`src/rtl/tex_fetch_sched.sv`:
```
// tex_fetch_sched: texel fetch sequencer for one dual-pixel texture request.
// Issues texel reads (and CLUT reads for 4/8-bit formats) on a single shared
// VRAM read port and presents the resulting pair of 16-bit colours.
// Optional build macro: TEX_FETCH_MERGE_EN -- skips the second texel read when
// both pixels hit the same texture word, and the second CLUT read when both
// palette indices match. Output colours are the same with or without it.
module tex_fetch_sched #(
    parameter int ADDR_W = 19,
    parameter int DATA_W = 16
) (
    input  logic              i_clk,
    input  logic              i_rst,
    input  logic              i_reqValid,
    output logic              o_reqReady,
    input  logic [1:0]        i_pixMask,
    input  logic [7:0]        i_u0,
    input  logic [7:0]        i_v0,
    input  logic [7:0]        i_u1,
    input  logic [7:0]        i_v1,
    input  logic [1:0]        i_texFormat,
    input  logic [3:0]        i_texPageX,
    input  logic              i_texPageY,
    input  logic [5:0]        i_clutX,
    input  logic [8:0]        i_clutY,
    output logic              o_memReq,
    output logic [ADDR_W-1:0] o_memAddr,
    output logic              o_memIsClut,
    input  logic              i_memAck,
    input  logic [DATA_W-1:0] i_memData,
    output logic              o_outValid,
    input  logic              i_outReady,
    output logic [DATA_W-1:0] o_col0,
    output logic [DATA_W-1:0] o_col1
);

`ifdef TEX_FETCH_MERGE_EN
    localparam bit MERGE_EN = 1'b1;
`else
    localparam bit MERGE_EN = 1'b0;
`endif

    typedef enum logic [2:0] {
        IDLE  = 3'd0,
        TEX0  = 3'd1,
        TEX1  = 3'd2,
        CLUT0 = 3'd3,
        CLUT1 = 3'd4,
        OUT   = 3'd5
    } state_e;

    // Texel halfword address: x wraps at 1024, y = page line base + v.
    function automatic logic [ADDR_W-1:0] tex_addr(
        input logic [7:0] u,
        input logic [7:0] v,
        input logic [1:0] fmt,
        input logic [3:0] page_x,
        input logic       page_y
    );
        logic [7:0] u_sh;
        logic [9:0] x;
        u_sh = u;
        case (fmt)
            2'd0:    u_sh = u >> 2;
            2'd1:    u_sh = u >> 1;
            default: u_sh = u;
        endcase
        x = {page_x, 6'd0} + {2'd0, u_sh};
        return ADDR_W'({page_y, v, x});
    endfunction

    // Palette index from a texture word: nibble u[1:0] (4-bit) or byte u[0] (8-bit).
    function automatic logic [7:0] pal_index(
        input logic [DATA_W-1:0] word,
        input logic [1:0]        fmt,
        input logic [7:0]        u
    );
        logic [7:0] idx;
        idx = 8'd0;
        if (fmt == 2'd0) begin
            case (u[1:0])
                2'd0: idx = {4'd0, word[3:0]};
                2'd1: idx = {4'd0, word[7:4]};
                2'd2: idx = {4'd0, word[11:8]};
                2'd3: idx = {4'd0, word[15:12]};
            endcase
        end else begin
            idx = u[0] ? word[15:8] : word[7:0];
        end
        return idx;
    endfunction

    // CLUT halfword address: x = base*16 + index, wrapping at 1024.
    function automatic logic [ADDR_W-1:0] clut_addr(
        input logic [7:0] idx,
        input logic [5:0] clut_x,
        input logic [8:0] clut_y
    );
        logic [9:0] x;
        x = {clut_x, 4'd0} + {2'd0, idx};
        return ADDR_W'({clut_y, x});
    endfunction

    state_e            state_q;
    logic [1:0]        mask_q;
    logic [1:0]        fmt_q;
    logic [7:0]        u0_q, v0_q, u1_q, v1_q;
    logic [3:0]        page_x_q;
    logic              page_y_q;
    logic [5:0]        clut_x_q;
    logic [8:0]        clut_y_q;
    logic              merge_tex_q;
    logic [DATA_W-1:0] word0_q, word1_q;
    logic [DATA_W-1:0] col0_q, col1_q;
    logic              req_ready_q;
    logic              mem_req_q;
    logic [ADDR_W-1:0] mem_addr_q;
    logic              mem_is_clut_q;
    logic              out_valid_q;

    logic              accept_merge;
    logic              is_direct;
    logic [7:0]        idx0, idx1;

    // Both pixels enabled and pointing at the same texture word.
    assign accept_merge = MERGE_EN && (i_pixMask == 2'b11) &&
        (tex_addr(i_u0, i_v0, i_texFormat, i_texPageX, i_texPageY) ==
         tex_addr(i_u1, i_v1, i_texFormat, i_texPageX, i_texPageY));

    // Formats 2 and 3 use the texel word directly as colour.
    assign is_direct = fmt_q[1];
    assign idx0      = pal_index(word0_q, fmt_q, u0_q);
    assign idx1      = pal_index(word1_q, fmt_q, u1_q);

    // Fetch sequencer: state, latched request, captured words and registered outputs.
    // NOTE: every register here is assigned with <= so all updates use the pre-edge values.
    always_ff @(posedge i_clk) begin
        if (i_rst) begin
            state_q       <= IDLE;
            mask_q        <= '0;
            fmt_q         <= '0;
            u0_q          <= '0;
            v0_q          <= '0;
            u1_q          <= '0;
            v1_q          <= '0;
            page_x_q      <= '0;
            page_y_q      <= 1'b0;
            clut_x_q      <= '0;
            clut_y_q      <= '0;
            merge_tex_q   <= 1'b0;
            word0_q       <= '0;
            word1_q       <= '0;
            col0_q        <= '0;
            col1_q        <= '0;
            req_ready_q   <= 1'b1;
            mem_req_q     <= 1'b0;
            mem_addr_q    <= '0;
            mem_is_clut_q <= 1'b0;
            out_valid_q   <= 1'b0;
        end else begin
            case (state_q)
                IDLE: begin
                    if (i_reqValid) begin
                        mask_q      <= i_pixMask;
                        fmt_q       <= i_texFormat;
                        u0_q        <= i_u0;
                        v0_q        <= i_v0;
                        u1_q        <= i_u1;
                        v1_q        <= i_v1;
                        page_x_q    <= i_texPageX;
                        page_y_q    <= i_texPageY;
                        clut_x_q    <= i_clutX;
                        clut_y_q    <= i_clutY;
                        merge_tex_q <= accept_merge;
                        col0_q      <= '0;
                        col1_q      <= '0;
                        req_ready_q <= 1'b0;
                        if (i_pixMask == 2'b00) begin
                            state_q     <= OUT;
                            out_valid_q <= 1'b1;
                        end else if (i_pixMask == 2'b10) begin
                            state_q       <= TEX1;
                            mem_req_q     <= 1'b1;
                            mem_is_clut_q <= 1'b0;
                            mem_addr_q    <= tex_addr(i_u1, i_v1, i_texFormat, i_texPageX, i_texPageY);
                        end else begin
                            state_q       <= TEX0;
                            mem_req_q     <= 1'b1;
                            mem_is_clut_q <= 1'b0;
                            mem_addr_q    <= tex_addr(i_u0, i_v0, i_texFormat, i_texPageX, i_texPageY);
                        end
                    end
                end

                TEX0: begin
                    if (i_memAck) begin
                        word0_q <= i_memData;
                        if (is_direct) col0_q <= i_memData;
                        if (mask_q[1] && !merge_tex_q) begin
                            state_q    <= TEX1;
                            mem_addr_q <= tex_addr(u1_q, v1_q, fmt_q, page_x_q, page_y_q);
                        end else begin
                            if (merge_tex_q) begin
                                word1_q <= i_memData;
                                if (is_direct) col1_q <= i_memData;
                            end
                            if (is_direct) begin
                                state_q     <= OUT;
                                mem_req_q   <= 1'b0;
                                out_valid_q <= 1'b1;
                            end else begin
                                state_q       <= CLUT0;
                                mem_is_clut_q <= 1'b1;
                                mem_addr_q    <= clut_addr(pal_index(i_memData, fmt_q, u0_q),
                                                           clut_x_q, clut_y_q);
                            end
                        end
                    end
                end

                TEX1: begin
                    if (i_memAck) begin
                        word1_q <= i_memData;
                        if (is_direct) begin
                            col1_q      <= i_memData;
                            state_q     <= OUT;
                            mem_req_q   <= 1'b0;
                            out_valid_q <= 1'b1;
                        end else if (mask_q[0]) begin
                            state_q       <= CLUT0;
                            mem_is_clut_q <= 1'b1;
                            mem_addr_q    <= clut_addr(idx0, clut_x_q, clut_y_q);
                        end else begin
                            state_q       <= CLUT1;
                            mem_is_clut_q <= 1'b1;
                            mem_addr_q    <= clut_addr(pal_index(i_memData, fmt_q, u1_q),
                                                       clut_x_q, clut_y_q);
                        end
                    end
                end

                CLUT0: begin
                    if (i_memAck) begin
                        col0_q <= i_memData;
                        if (mask_q[1] && !(MERGE_EN && (idx0 == idx1))) begin
                            state_q    <= CLUT1;
                            mem_addr_q <= clut_addr(idx1, clut_x_q, clut_y_q);
                        end else begin
                            if (mask_q[1]) col1_q <= i_memData;
                            state_q       <= OUT;
                            mem_req_q     <= 1'b0;
                            mem_is_clut_q <= 1'b0;
                            out_valid_q   <= 1'b1;
                        end
                    end
                end

                CLUT1: begin
                    if (i_memAck) begin
                        col1_q        <= i_memData;
                        state_q       <= OUT;
                        mem_req_q     <= 1'b0;
                        mem_is_clut_q <= 1'b0;
                        out_valid_q   <= 1'b1;
                    end
                end

                OUT: begin
                    if (i_outReady) begin
                        state_q     <= IDLE;
                        out_valid_q <= 1'b0;
                        req_ready_q <= 1'b1;
                    end
                end

                default: begin
                    state_q       <= IDLE;
                    mem_req_q     <= 1'b0;
                    mem_is_clut_q <= 1'b0;
                    out_valid_q   <= 1'b0;
                    req_ready_q   <= 1'b1;
                end
            endcase
        end
    end

    assign o_reqReady  = req_ready_q;
    assign o_memReq    = mem_req_q;
    assign o_memAddr   = mem_addr_q;
    assign o_memIsClut = mem_is_clut_q;
    assign o_outValid  = out_valid_q;
    assign o_col0      = col0_q;
    assign o_col1      = col1_q;

endmodule
```
`config.mk`:
```
export PLATFORM = sky130hd
export DESIGN_NAME = tex_fetch_sched
export DESIGN_NICKNAME = d
export VERILOG_FILES = /design/src/rtl/tex_fetch_sched.sv
export SDC_FILE = /design/constraint.sdc
export NUM_CORES = 1
export LEC_CHECK = 0
export CAP_MARGIN = 30
export CORE_MARGIN = 2
export CORE_UTILIZATION = 45
export CTS_BUF_LIST = sky130_fd_sc_hd__clkbuf_2 sky130_fd_sc_hd__clkbuf_4 sky130_fd_sc_hd__clkbuf_8
export DETAILED_ROUTE_END_ITERATION = 7
export PLACE_DENSITY = 0.7
export SYNTH_ARGS = -nofsm -noshare
export SYNTH_HDL_FRONTEND = slang
export SYNTH_SLANG_ARGS = --single-unit
```
`constraint.sdc`:
```
create_clock -name i_clk -period 8.21 [get_ports i_clk]
set_clock_uncertainty 0.2 [all_clocks]
set_input_delay 0.821 -clock i_clk [delete_from_list [all_inputs] [get_ports i_clk]]
set_output_delay 0.821 -clock i_clk [all_outputs]
set_load 0.05 [all_outputs]
```
Word level (Yosys, flattened, before mapping). Cells that the tools add are included.

Add/sub/neg operators: 7. Eq/ne operators: 29. Multiplexer cells: 103. Bitwise gates (word level): 3. Reduce and logical (&&, ||, !) cells: 21.

Operators by type and width (count): 8-bit two-way mux (32); 19-bit two-way mux (9); 8-bit one-hot mux with 4 select lines (4); 16-bit one-hot mux with 3 select lines (2); 16-bit two-way mux (5); 19-bit one-hot mux with 4 select lines (1); 10-bit by 8-bit adder with 10-bit output (7); 8-bit one-hot mux with 2 select lines (3); 3-bit two-way mux (11); 1-bit two-way mux (28); 9-bit AND reduction (3); 2-bit inequality test (second input constant) (13); 18-bit two-way mux (1); 1-bit one-hot mux with 6 select lines (3); 3-bit one-hot mux with 6 select lines (1); 2-bit equality test (second input constant) (5); 2-bit zero test (5); 10-bit two-way mux (1); 5-bit AND reduction (2); 2-bit by 1-bit equality test with 1-bit output (second input constant) (4); 8-bit AND reduction (1); 4-bit nonzero test (2); 3-bit by 2-bit equality test with 1-bit output (second input constant) (2); 3-bit equality test (second input constant) (2); other kinds (12) (16).

Register bits: 132. Bits of input ports: 77. Output and inout bits: 55. Word-level logic and storage cells: 182.

Longest topological paths before layout. Gate-level depths: netlist (run 1).

Depth in word-level cells: 13. Mapped depth: 13. Depth with buffers taken out: 11.

Worst setup path after synthesis (run 1). No wires, ideal clock.

Path type: flip-flop to flip-flop. Start: register u1_q[0]. End: register mem_addr_q[8] (netlist: o_memAddr[8]). Setup time: 91 ps. Arrival time: 2800 ps. Required time: 7919 ps. Setup slack: 5119 ps. Cell stages (with the launch flop): 14. Path buffers: 2. Clock period less this slack: 3091 ps. Path through: dfxtp_1 > clkbuf_1 > buf_1 > mux2i_1 > nor2_1 > a211oi_1 > a211oi_1 > ha_1 > fa_1 > a21o_1 > a21oi_1 > xnor2_1 > a21oi_1 > a311oi_1.

Longest elaborated chain between the ends: 13. Elaborated cells on any way between the ends: 31. Those cells by class: 3 x add/sub; 3 x eq/ne; 24 x mux; 1 x reduce/logical.

Ends and longest elaborated chain: start: declaration (line 106) `logic [7:0] u0_q, v0_q, u1_q, v1_q;`; start signal: assignment (line 167) `u1_q <= i_u1;`; 2-bit equality test (tied with other cells) (line 80) `case (u[1:0])`; 8-bit one-hot mux with 4 select lines (line 80); 8-bit two-way mux (line 79) `if (fmt == 2'd0) begin`; 8-bit two-way mux (line 228) `end else if (mask_q[0]) begin`; 8-bit two-way mux (line 223) `if (is_direct) begin`; 8-bit two-way mux (line 221) `if (i_memAck) begin`; 8-bit two-way mux (line 160) `case (state_q)`; 8-bit two-way mux (line 137) `if (i_rst) begin`; 10-bit by 8-bit adder with 10-bit output (line 99) `x = {clut_x, 4'd0} + {2'd0, idx};`; 10-bit two-way mux (line 228); 19-bit two-way mux (line 223); 19-bit two-way mux (line 221); 19-bit one-hot mux with 4 select lines (*) (line 160); end signal: assignment (line 231) `mem_addr_q <= clut_addr(idx0, clut_x_q, clut_y_q);`; end signal: assignment (line 235) `mem_addr_q <= clut_addr(pal_index(i_memData, fmt_q, u1_q),`; end signal: assignment (line 246) `mem_addr_q <= clut_addr(idx1, clut_x_q, clut_y_q);`; end: declaration (line 116) `logic [ADDR_W-1:0] mem_addr_q;`.

Mark *: on every way between the ends. The rest lies on a longest branch, timed or not. The select of a mux whose other input is x is not followed. A chain may end at the register's enable or synchronous reset.

Worst setup path after layout (run 1).
Start: register state_q[0]. End: register mem_addr_q[7] (netlist: o_memAddr[7]).

Longest elaborated chain between the ends: 3. Elaborated cells on any way between the ends: 15. Those cells by class: 11 x eq/ne; 1 x mux; 3 x reduce/logical.

Ends and longest elaborated chain: start: declaration (line 103) `state_e state_q;`; start signal: assignment (line 138) `state_q <= IDLE;`; start signal: assignment (line 178) `state_q <= OUT;`; start signal: assignment (line 181) `state_q <= TEX1;`; 3-bit by 1-bit equality test with 1-bit output (tied with other cells) (line 160); 3-bit inequality test (no line) (tied with other cells); 9-bit AND reduction (no line); end signal: assignment (line 184) `mem_addr_q <= tex_addr(i_u1, i_v1, i_texFormat, i_texPageX, i_texPageY);`; end signal: assignment (line 189) `mem_addr_q <= tex_addr(i_u0, i_v0, i_texFormat, i_texPageX, i_texPageY);`; end signal: assignment (line 200) `mem_addr_q <= tex_addr(u1_q, v1_q, fmt_q, page_x_q, page_y_q);`.

Parallel ways exist; a longest one is shown, timed or not.

==> results of run 1 <==
[cells by family after synthesis]
kind of cell               synth area share
muxes                                0.0800
AOI/OAI and AO/OA                     0.244
adders and majority gates            0.0300
and+or+nand+nor                       0.227
xor gates and xnor gates             0.0114
buffers and inverters                0.0633
DFF                                   0.344
[registers in the layout, summed over array words and instances (netlist names), 2 cells and up]
signal	cells
mask_q	2
page_x_q	4
clut_y_q	9
u1_q	8
clut_x_q	6
state_q	3
word1_q	16
word0_q	16
o_col1	16
fmt_q	2
v1_q	8
u0_q	2
o_memAddr	19
o_col0	16
[cell usage in the layout (no fill, tap or decap), types with 4 or more instances in the layout]
cell               n
o221ai_1           5
o21ai_0           23
clkdlybuf4s50_1  130
nand3_1           25
ha_1              12
clkbuf_8          19
inv_1             20
a21oi_1          122
a211oi_1          30
a22oi_1            4
o311ai_1           6
a221oi_1          14
fa_1               4
xor2_1             6
mux2_2            33
o22ai_1           15
nor2_1            57
nor3_1             6
nand2b_1          14
clkinvlp_4         5
a2111oi_0          9
mux2i_1           22
o211ai_1          12
xnor2_1            4
a31oi_1           19
nand2_1          215
or4b_1             4
and3b_1            6
o21bai_1           6
a21o_1             4
dfxtp_1          132
nor2b_1           29
buf_4             14
[per-layer routing]
metal / routed length, um / part of all wire / GRT usage / up-vias
met4: 647 / 0.027 / 0.111 / 0
met3: 1580 / 0.066 / 0.0548 / 54
met2: 10900 / 0.46 / 0.420 / 289
met5: 0 / 0 / 0 / -
met1: 10800 / 0.45 / 0.356 / 3560
li1: - / - / - / 3685
[worst max-delay path, delay by kind of cell, from the launching register on]
kind	cells	cell delay, ns
flops	1	0.93
buf+inv	1	0.33
simple gates	1	0.61
fa+ha+maj	1	0.32
compound gates	6	1.28
xor+xnor	1	0.14
[worst max path at each step]
stage / to / slack [ns]
2_1_floorplan: o_memAddr[8] / 5.12
3_3_place_gp: o_memAddr[8] / 4.40
3_5_place_dp: o_memAddr[8] / 4.33
4_1_cts: o_memAddr[7] / 4.34
5_1_grt: o_memAddr[9] / 3.97
6_report: o_memAddr[7] / 4.28
[final cells by class]
cell class / count / share of cell area
Timing Repair Buffer: 145 / 0.153
Clock inverter: 11 / 0.0160
Sequential cell: 132 / 0.281
Clock buffer: 20 / 0.0286
Tap cell: 220 / 0.0293
Multi-Input combinational cell: 754 / 0.484
Inverter: 20 / 0.00799
[power breakdown]
group / switching, W / internal [W] / total [W]
registers: 0.000110 / 0.000758 / 0.000868
logic: 0.000811 / 0.000426 / 0.00124
clock network: 0.000272 / 0.000319 / 0.000591
[stage by stage]
step / hold slack (ns) / power, W / instances
6_report: 0.257 / 0.00270 / 1302
3_5_place_dp: 0.246 / 0.00209 / 1270
4_1_cts: 0.257 / 0.00268 / 1301
2_1_floorplan: 0.236 / 0.00174 / 992
3_3_place_gp: 0.242 / 0.00208 / 1269
5_1_grt: 0.279 / 0.00284 / 1302
==> summary.txt, run 1 <==
Routing
  • Via density: 5.83
  • Final wirelength: 24.0 mm
  • Via count: 7588
  • Initial DRT Pass Iterations: 5
  • Initial drt markers: 662
  • DRC Markers: 0
  • Routed Antenna Nets: 0
  • WL per Instance: 18.4 um

Critical path
  • Arr. time, crit path: 4.08 ns
  • Slowest CP cell: dfxtp_1
  • Data required time of the worst path: 8.36 ns
  • CP startpoint kind: flop
  • Crit Path Class: flop to flop
  • Start of the worst register-to-register path: state_q[0]
  • Most numerous cell on the critical path: a211oi_1
  • CP max FO: 26
  • R2R depth: 10
  • R2R Path End: o_memAddr[7]
  • Cell chain of the critical path: inv_1, nor2_1, a211oi_1, a211oi_1, ha_1, a21oi_1, o21bai_1, xor2_1, a221oi_1, o41ai_1
  • Worst reg-to-reg setup slack: 4.28 ns
  • Slowest stage delay, CP: 0.93 ns
  • Worst Setup End Kind: flop
  • Setup crit start: state_q[0]

Logic synthesis
  • Synth async-reset ratio: 0
  • Syn_area_per_cell: 7.74 um2
  • Ys Warns: 0
  • Mapped Cells: 992
  • Synth Flop Type: dfxtp_1
  • Synth area leaders: dfxtp_1 (34%), nand2_1 (11%), a21oi_1 (8.0%)
  • Mapped Nets: 1085
  • Count leader, synth: nand2_1
  • Synth top area share: 0.344
  • Seq/Total Area, Yosys: 0.344
  • Yosys cell types: 63
  • Mapped cell area: 7670 um2
  • Yosys top cell by area: dfxtp_1
  • Synthesis-stage register bit count: 132
  • Top post-synthesis cells by count: nand2_1 (215), dfxtp_1 (132), a21oi_1 (122), nor2_1 (58), clkbuf_1 (41)
  • EDFF count, synth: 0

Clock network
  • Worst-skew pair later-pin latency: 0.46 ns
  • CTS buffer count: 17
  • H-tree lvl count: 4
  • Root Buffer: clkbuf_8
  • Total setup buffers inserted after CTS: 0
  • Max clock buf depth: 2
  • Cts repair resizes: 0
  • CTS tree: yes
  • Clk sinks: 132
  • # hold bufs at CTS: 0
  • Clk slew on worst S/H paths: 0.08 ns

Layout
  • # diodes: 0
  • Utilization after layout: 0.565
  • Multi-input logic area: 4550 um2
  • Design area: 9400 um2
  • Area grow syn2layout: 22.4%
  • Register area: 2640 um2
  • # fillers: 1547
  • Fraction of layout cells with a size suffix above 1: 0.0887
  • Nets: 1163

Placement
  • Placement Cell Area: 8950 um2
  • RD Place Congestion: 0.948
  • Setup WS pre-CTS: 4.33 ns
  • HPWL after DPL: 16.2 mm
  • IO Port Bufs: 131

Global route
  • Largest net degree at the start of global routing: 79
  • Vias in the first global route: 7250
  • GR Overflow Total: 0
  • First-pass GRT wire length: 38.3 mm
  • Antenna violations before repair: 0
  • All-Layer GR Usage: 0.266

STA
  • Setup WS post-layout: 4.28 ns
  • Setup TNS: 0 ns
  • Slew headroom: 0.357
  • Final number of setup-violating endpoints: 0
  • Final Max Tran Viols: 0
  • Crit share post-route: 0.479
  • Minimum clock period: 3.93 ns
  • Hold Fails Final Rpt: 0
  • Worst-Margin Slew: 0.961 ns
  • RSZ-0062 raised after global routing: no
  • Fmax: 254 MHz

Run
  • Max_cap viols: 0

Floorplan
  • Die Y: 135 um
  • Io pins: 132
  • Core area: 16600 um2
  • Num rows: 47
  • Starting density of the core: 0.461
  • Die footprint: 18100 um2
  • Die W: 135 um

Worst hold path
  • Hold_sp: clut_y_q[6]
  • Hold crit path type: flop to flop
  • WHS Path Cells: 2
  • Hold EP: clut_y_q[6]

Outcome
  • Status: finished, final reports clean

Power and ir drop
  • Lkg Pwr: 3.29 nW
  • PD cells: 287 nW/um2
  • Peak VDD IR: 0.154 mV
Power figures use the tool's default switching activity.
==> inputs of run 2 (changes only) <==
clock period = 4.05 ns   (was 8.21 ns; I/O delays follow)
==> run 2 against run 1 <==
  * Global-route usage fell by 0.071 points
  * Flip-flop and latch count did not move
  * Wire length rose by 2.0%
  * Utilization barely moved
  * Die area did not move
  * Largest cell class unchanged
  * Via count rose by 1.4%
  * Clock power rose by 96%
  * Non-clock buffer count rose by 6
  * Register-to-register slack got worse by 3.4 ns
  * First-iteration DRC count rose by 9.2%
  * Cell area barely moved
==> summary.txt, run 2 (synthesized netlist as in run 1, its figures left out) <==
Outcome
  • Status: finished, final reports clean

Clock network
  • Root Buffer: clkbuf_8
  • CTS buffer count: 17 (unchanged)
  • Clk slew on worst S/H paths: 0.08 ns (about the same)
  • CTS tree: yes
  • Clk sinks: 132 (unchanged)
  • Total setup buffers inserted after CTS: 0 (unchanged)
  • Cts repair resizes: 0 (unchanged)
  • # hold bufs at CTS: 0 (unchanged)
  • H-tree lvl count: 4 (unchanged)
  • Worst-skew pair later-pin latency: 0.47 ns (about the same)
  • Max clock buf depth: 2 (unchanged)

Floorplan
  • Die W: 135 um (unchanged)
  • Die footprint: 18100 um2 (unchanged)
  • Die Y: 135 um (unchanged)
  • Starting density of the core: 0.461 (unchanged)
  • Core area: 16600 um2 (unchanged)
  • Io pins: 132 (unchanged)
  • Num rows: 47 (unchanged)

Layout
  • Utilization after layout: 0.565 (about the same)
  • Count of non-filler cells in the finished layout: 1309 (+0.54%)
  • # diodes: 0 (unchanged)
  • Fraction of layout cells with a size suffix above 1: 0.0946 (+0.00586)
  • Nets: 1169 (+0.52%)
  • Area grow syn2layout: 22.5% (about the same)
  • Most common cell after layout, fill and taps aside: nand2_1
  • Commonest cells after routing, fill and taps aside: nand2_1 (215), dfxtp_1 (132), clkdlybuf4s50_1 (130)
  • Max reg flops: 19 (unchanged)

Routing
  • Initial DRT Pass Iterations: 6 (+1)
  • Metal2 WL: 11.2 mm (+2.0%)
  • Met3 wire length: 1.80 mm (+14%)
  • Max Used Layer: met4
  • DRT met1 WL: 10.9 mm (+0.74%)
  • Routed Antenna Nets: 0 (unchanged)
  • Via density: 5.88 (+0.91%)
  • Final wirelength: 24.4 mm (+2.0%)
  • Initial drt markers: 723 (+9.2%)
  • WL per Instance: 18.7 um (+1.5%)
  • DRC Markers: 0 (unchanged)
  • Via count: 7698 (+1.4%)

STA
  • Final Max Tran Viols: 0 (unchanged)
  • Setup WS post-layout: 0.901 ns (-3.38 ns)
  • Slew headroom: 0.382 (+0.0252)
  • Fmax: 318 MHz (+25%)
  • Setup TNS: 0 ns (unchanged)
  • Hold Fails Final Rpt: 0 (unchanged)
  • Worst-Margin Slew: 0.927 ns (-0.0342 ns)
  • RSZ-0062 raised after global routing: no
  • Final number of setup-violating endpoints: 0 (unchanged)
  • Crit share post-route: 0.778 (+0.299)
  • Minimum clock period: 3.15 ns (-0.784 ns)

Global route
  • First-pass GRT wire length: 38.0 mm (-0.83%)
  • All-Layer GR Usage: 0.266 (-0.000713)
  • Vias in the first global route: 7053 (-2.7%)
  • Antenna violations before repair: 0 (unchanged)
  • GR Overflow Total: 0 (unchanged)
  • Largest net degree at the start of global routing: 85 (+7.6%)

Placement
  • Setup WS pre-CTS: 0.744 ns (-3.58 ns)
  • Dpl cells: 1277 (+0.55%)
  • IO Port Bufs: 131 (unchanged)
  • RD Place Congestion: 0.928 (-2.1%)
  • HPWL after DPL: 16.7 mm (+3.0%)

Power and ir drop
  • Total power: 0.00545 W (+100%)
  • PD cells: 580 nW/um2 (+100%)
  • Peak VDD IR: 0.281 mV (+83%)
  • Lkg Pwr: 3.31 nW (+0.63%)

Run
  • Max_cap viols: 0 (unchanged)

Worst hold path
  • Hold crit path type: input port to flop

Critical path
  • Crit Path Class: flop to flop
  • Arr. time, crit path: 3.32 ns (-0.76 ns)
  • CP max FO: 13 (-50%)
  • Data required time of the worst path: 4.22 ns (-4.14 ns)
  • Worst Setup End Kind: flop
  • CP startpoint kind: flop
==> run 2: critical path, cell delays in order, from the launching register on <==
cell      delay, ns
dfxtp_1        0.73
mux2i_1        0.26
nor2_1         0.07
a211oi_1       0.22
a211oi_1       0.08
ha_1           0.25
fa_1           0.43
a21o_1         0.17
a21oi_1        0.17
xnor2_1        0.14
a21oi_1        0.08
a311oi_1       0.24
==> run 2: layer usage <==
layer  up-vias  global-route usage
met5         -                   0
met4         0              0.0965
met3        47              0.0503
met2       321               0.426
met1      3636               0.358
li1       3694                   -
==> run 2: through the flow <==
stage / instance area [um2] / hold WS (ns)
3_3_place_gp: 9000 / 0.239
4_1_cts: 9400 / 0.184
2_1_floorplan: 7670 / 0.236
5_1_grt: 9400 / 0.211
6_report: 9400 / 0.195
3_5_place_dp: 9000 / 0.243
==> run 2: where the power goes <==
part | leakage (nW) | internal (W) | total (W) | switching [W]
clock network | 0.195 | 0.000569 | 0.00116 | 0.000590
registers | 1.08 | 0.00154 | 0.00175 | 0.000211
logic | 2.04 | 0.000869 | 0.00255 | 0.00168
total | 3.31 | 0.00297 | 0.00545 | 0.00248
==> run 2: final timing paths <==
kind / start / to / slack (ns) / cells past startpoint
setup reg to reg: u1_q[0] / o_memAddr[8] / 0.90 / 11
hold reg to reg: o_col1[10] / o_col1[10] / 0.25 / 2
hold / removal: i_rst / page_y_q / 0.19 / 2
setup / recovery: u1_q[0] / o_memAddr[8] / 0.90 / 11
==> run 2: area by class of cell <==
class | instances | area [um2]
timing repair buffer | 151 | 1460
fill | 1594 | 7240
sequential | 132 | 2640
clock buffer | 19 | 249
multi-input combinational | 754 | 4550
clock inverter | 13 | 149
tap | 220 | 275
inverter | 20 | 75.1
==> inputs of run 3 (changes only) <==
clock period = 3.23 ns   (was 4.05 ns; I/O delays follow)
==> run 3 against run 2 <==
  * Global-route usage down 0.22 points
  * Clock power up 22%
  * Total power up 25%
  * Critical path type unchanged
  * Largest power group unchanged
==> summary.txt, run 3 (synthesized netlist as in run 1, its figures left out) <==
Layout
  • Most common cell after layout, fill and taps aside: nand2_1
  • Design area: 9600 um2 (+2.2%)
  • # diodes: 0 (unchanged)
  • Max reg flops: 19 (unchanged)
  • Register area: 2640 um2 (unchanged)
  • Utilization after layout: 0.577 (+0.0123)
  • Commonest cells after routing, fill and taps aside: nand2_1 (215), dfxtp_1 (132), clkdlybuf4s50_1 (130)
  • Area grow syn2layout: 25.1%
  • Multi-input logic area: 4550 um2 (unchanged)
  • Fraction of layout cells with a size suffix above 1: 0.116 (+0.0211)
  • # fillers: 1592 (-0.13%)
  • Nets: 1195 (+2.2%)

Critical path
  • Worst Setup End Kind: flop
  • Slowest stage delay, CP: 0.41 ns (-0.32 ns)
  • Arr. time, crit path: 3.02 ns (-0.30 ns)
  • CP startpoint kind: flop
  • Crit Path Class: flop to flop
  • Slowest CP cell: fa_1
  • Data required time of the worst path: 3.40 ns (-0.82 ns)
  • R2R Path End: o_memAddr[8]
  • Worst setup path endpoint: o_memAddr[8]
  • Worst reg-to-reg setup slack: 0.38 ns (-0.52 ns)
  • CP max FO: 7 (-6)
  • Setup crit start: u1_q[0]
  • Start of the worst register-to-register path: u1_q[0]
  • Cell chain of the critical path: buf_4, mux2i_1, nor2_1, a211oi_1, a211oi_1, fa_1, a21o_1, a21oi_1, xnor2_1, a21oi_1, a311oi_1
  • R2R depth: 11 (unchanged)

Clock network
  • CTS buffer count: 17 (unchanged)
  • H-tree lvl count: 4 (unchanged)
  • Clk sinks: 132 (unchanged)
  • Total setup buffers inserted after CTS: 0 (unchanged)
  • Root Buffer: clkbuf_8
  • Max clock buf depth: 2 (unchanged)
  • Clk slew on worst S/H paths: 0.08 ns (about the same)
  • Cts repair resizes: 0 (unchanged)
  • Worst-skew pair later-pin latency: 0.46 ns (about the same)
  • # hold bufs at CTS: 0 (unchanged)
  • CTS tree: yes

Routing
  • Initial DRT Pass Iterations: 5 (-1)
  • Routed Antenna Nets: 0 (unchanged)
  • Initial drt markers: 669 (-7.5%)
  • Via density: 5.76 (-2.1%)
  • WL per Instance: 17.9 um (-4.2%)
  • DRC Markers: 0 (unchanged)
  • Final wirelength: 23.9 mm (-2.3%)
  • Via count: 7683 (-0.19%)

Outcome
  • Status: finished, final reports clean

Placement
  • RD Place Congestion: 0.927 (-0.14%)
  • Placement Cell Area: 9210 um2 (+2.3%)
  • Setup WS pre-CTS: 0.0576 ns (-0.687 ns)
  • IO Port Bufs: 131 (unchanged)
  • HPWL after DPL: 16.6 mm (-0.30%)

Global route
  • All-Layer GR Usage: 0.264 (-0.00215)
  • Vias in the first global route: 6998 (-0.78%)
  • GR Overflow Total: 0 (unchanged)
  • Antenna violations before repair: 0 (unchanged)
  • First-pass GRT wire length: 37.9 mm (-0.14%)
  • Largest net degree at the start of global routing: 128 (+51%)

STA
  • Setup WS post-layout: 0.380 ns (-0.521 ns)
  • Minimum clock period: 2.85 ns (-0.299 ns)
  • Final number of setup-violating endpoints: 0 (unchanged)
  • Worst-Margin Slew: 0.804 ns (-0.123 ns)
  • Hold Fails Final Rpt: 0 (unchanged)
  • Fmax: 351 MHz (+10%)
  • Setup TNS: 0 ns (unchanged)
  • Final Max Tran Viols: 0 (unchanged)
  • Crit share post-route: 0.882 (+0.105)
  • Slew headroom: 0.464 (+0.0818)
  • RSZ-0062 raised after global routing: no

Run
  • Max_cap viols: 0 (unchanged)

Worst hold path
  • Hold_sp: i_rst
  • Hold crit path type: input port to flop

Floorplan
  • Die footprint: 18100 um2 (unchanged)
  • Die W: 135 um (unchanged)
  • Io pins: 132 (unchanged)
  • Starting density of the core: 0.461 (unchanged)
  • Num rows: 47 (unchanged)
  • Core area: 16600 um2 (unchanged)
  • Die Y: 135 um (unchanged)

Power and ir drop
  • PD cells: 711 nW/um2 (+23%)
  • Peak VDD IR: 0.424 mV (+51%)
  • Lkg Pwr: 3.44 nW (+3.9%)
[run 3: changes by cell type in the layout (fill, tap and decap cells not counted)]
cell | before | now
clkbuf_4 | 2 | 1
clkinv_4 | 3 | 5
buf_4 | 21 | 46
clkinv_2 | 1 | 2
inv_6 | 4 | 2
buf_12 | 0 | 1
[run 3: final cells by class]
cell class,count,area share
Multi-Input combinational cell,754,0.474
Sequential cell,132,0.275
Timing Repair Buffer,177,0.174
Tap cell,220,0.0287
Clock buffer,18,0.0251
Clock inverter,14,0.0160
Inverter,20,0.00782
[run 3: report_power, final]
group          switching, W  internal, W  total [W]
registers          0.000245      0.00193    0.00217
logic               0.00209      0.00116    0.00325
clock network      0.000708     0.000700    0.00141
total               0.00304      0.00378    0.00683
[run 3: how the worst min path moves through the flow]
stage	to	depth (start not counted)
6_report	o_reqReady	3
5_1_grt	o_reqReady	3
4_1_cts	o_reqReady	3
3_5_place_dp	o_col1[5]	2
3_3_place_gp	o_col1[6]	2
2_1_floorplan	word0_q[2]	2
[run 3: through the flow]
step | cells | power, W | hold WS, ns
after CTS | 1335 | 0.00682 | 0.0257
after floorplan | 992 | 0.00443 | 0.236
after detailed placement | 1303 | 0.00541 | 0.246
final | 1335 | 0.00683 | 0.0492
after global placement | 1303 | 0.00539 | 0.238
after global routing | 1335 | 0.00720 | 0.0535
[run 3: worst max-delay path, delay by kind of cell, from the launching register on]
family          cells  cell delay (ns)
compound gates      6             1.06
xor+xnor            1             0.13
fa+ha+maj           1             0.41
buf+inv             1             0.21
flops               1             0.39
mux                 1             0.28
simple gates        1             0.07
[run 3: metal layers]
| metal | wire, um | up-vias | GRT usage |
|---|---|---|---|
| li1 | - | 3755 | - |
| met1 | 10700 | 3601 | 0.363 |
| met2 | 11000 | 279 | 0.412 |
| met3 | 1570 | 48 | 0.0473 |
| met4 | 651 | 0 | 0.102 |
| met5 | 0 | - | 0 |
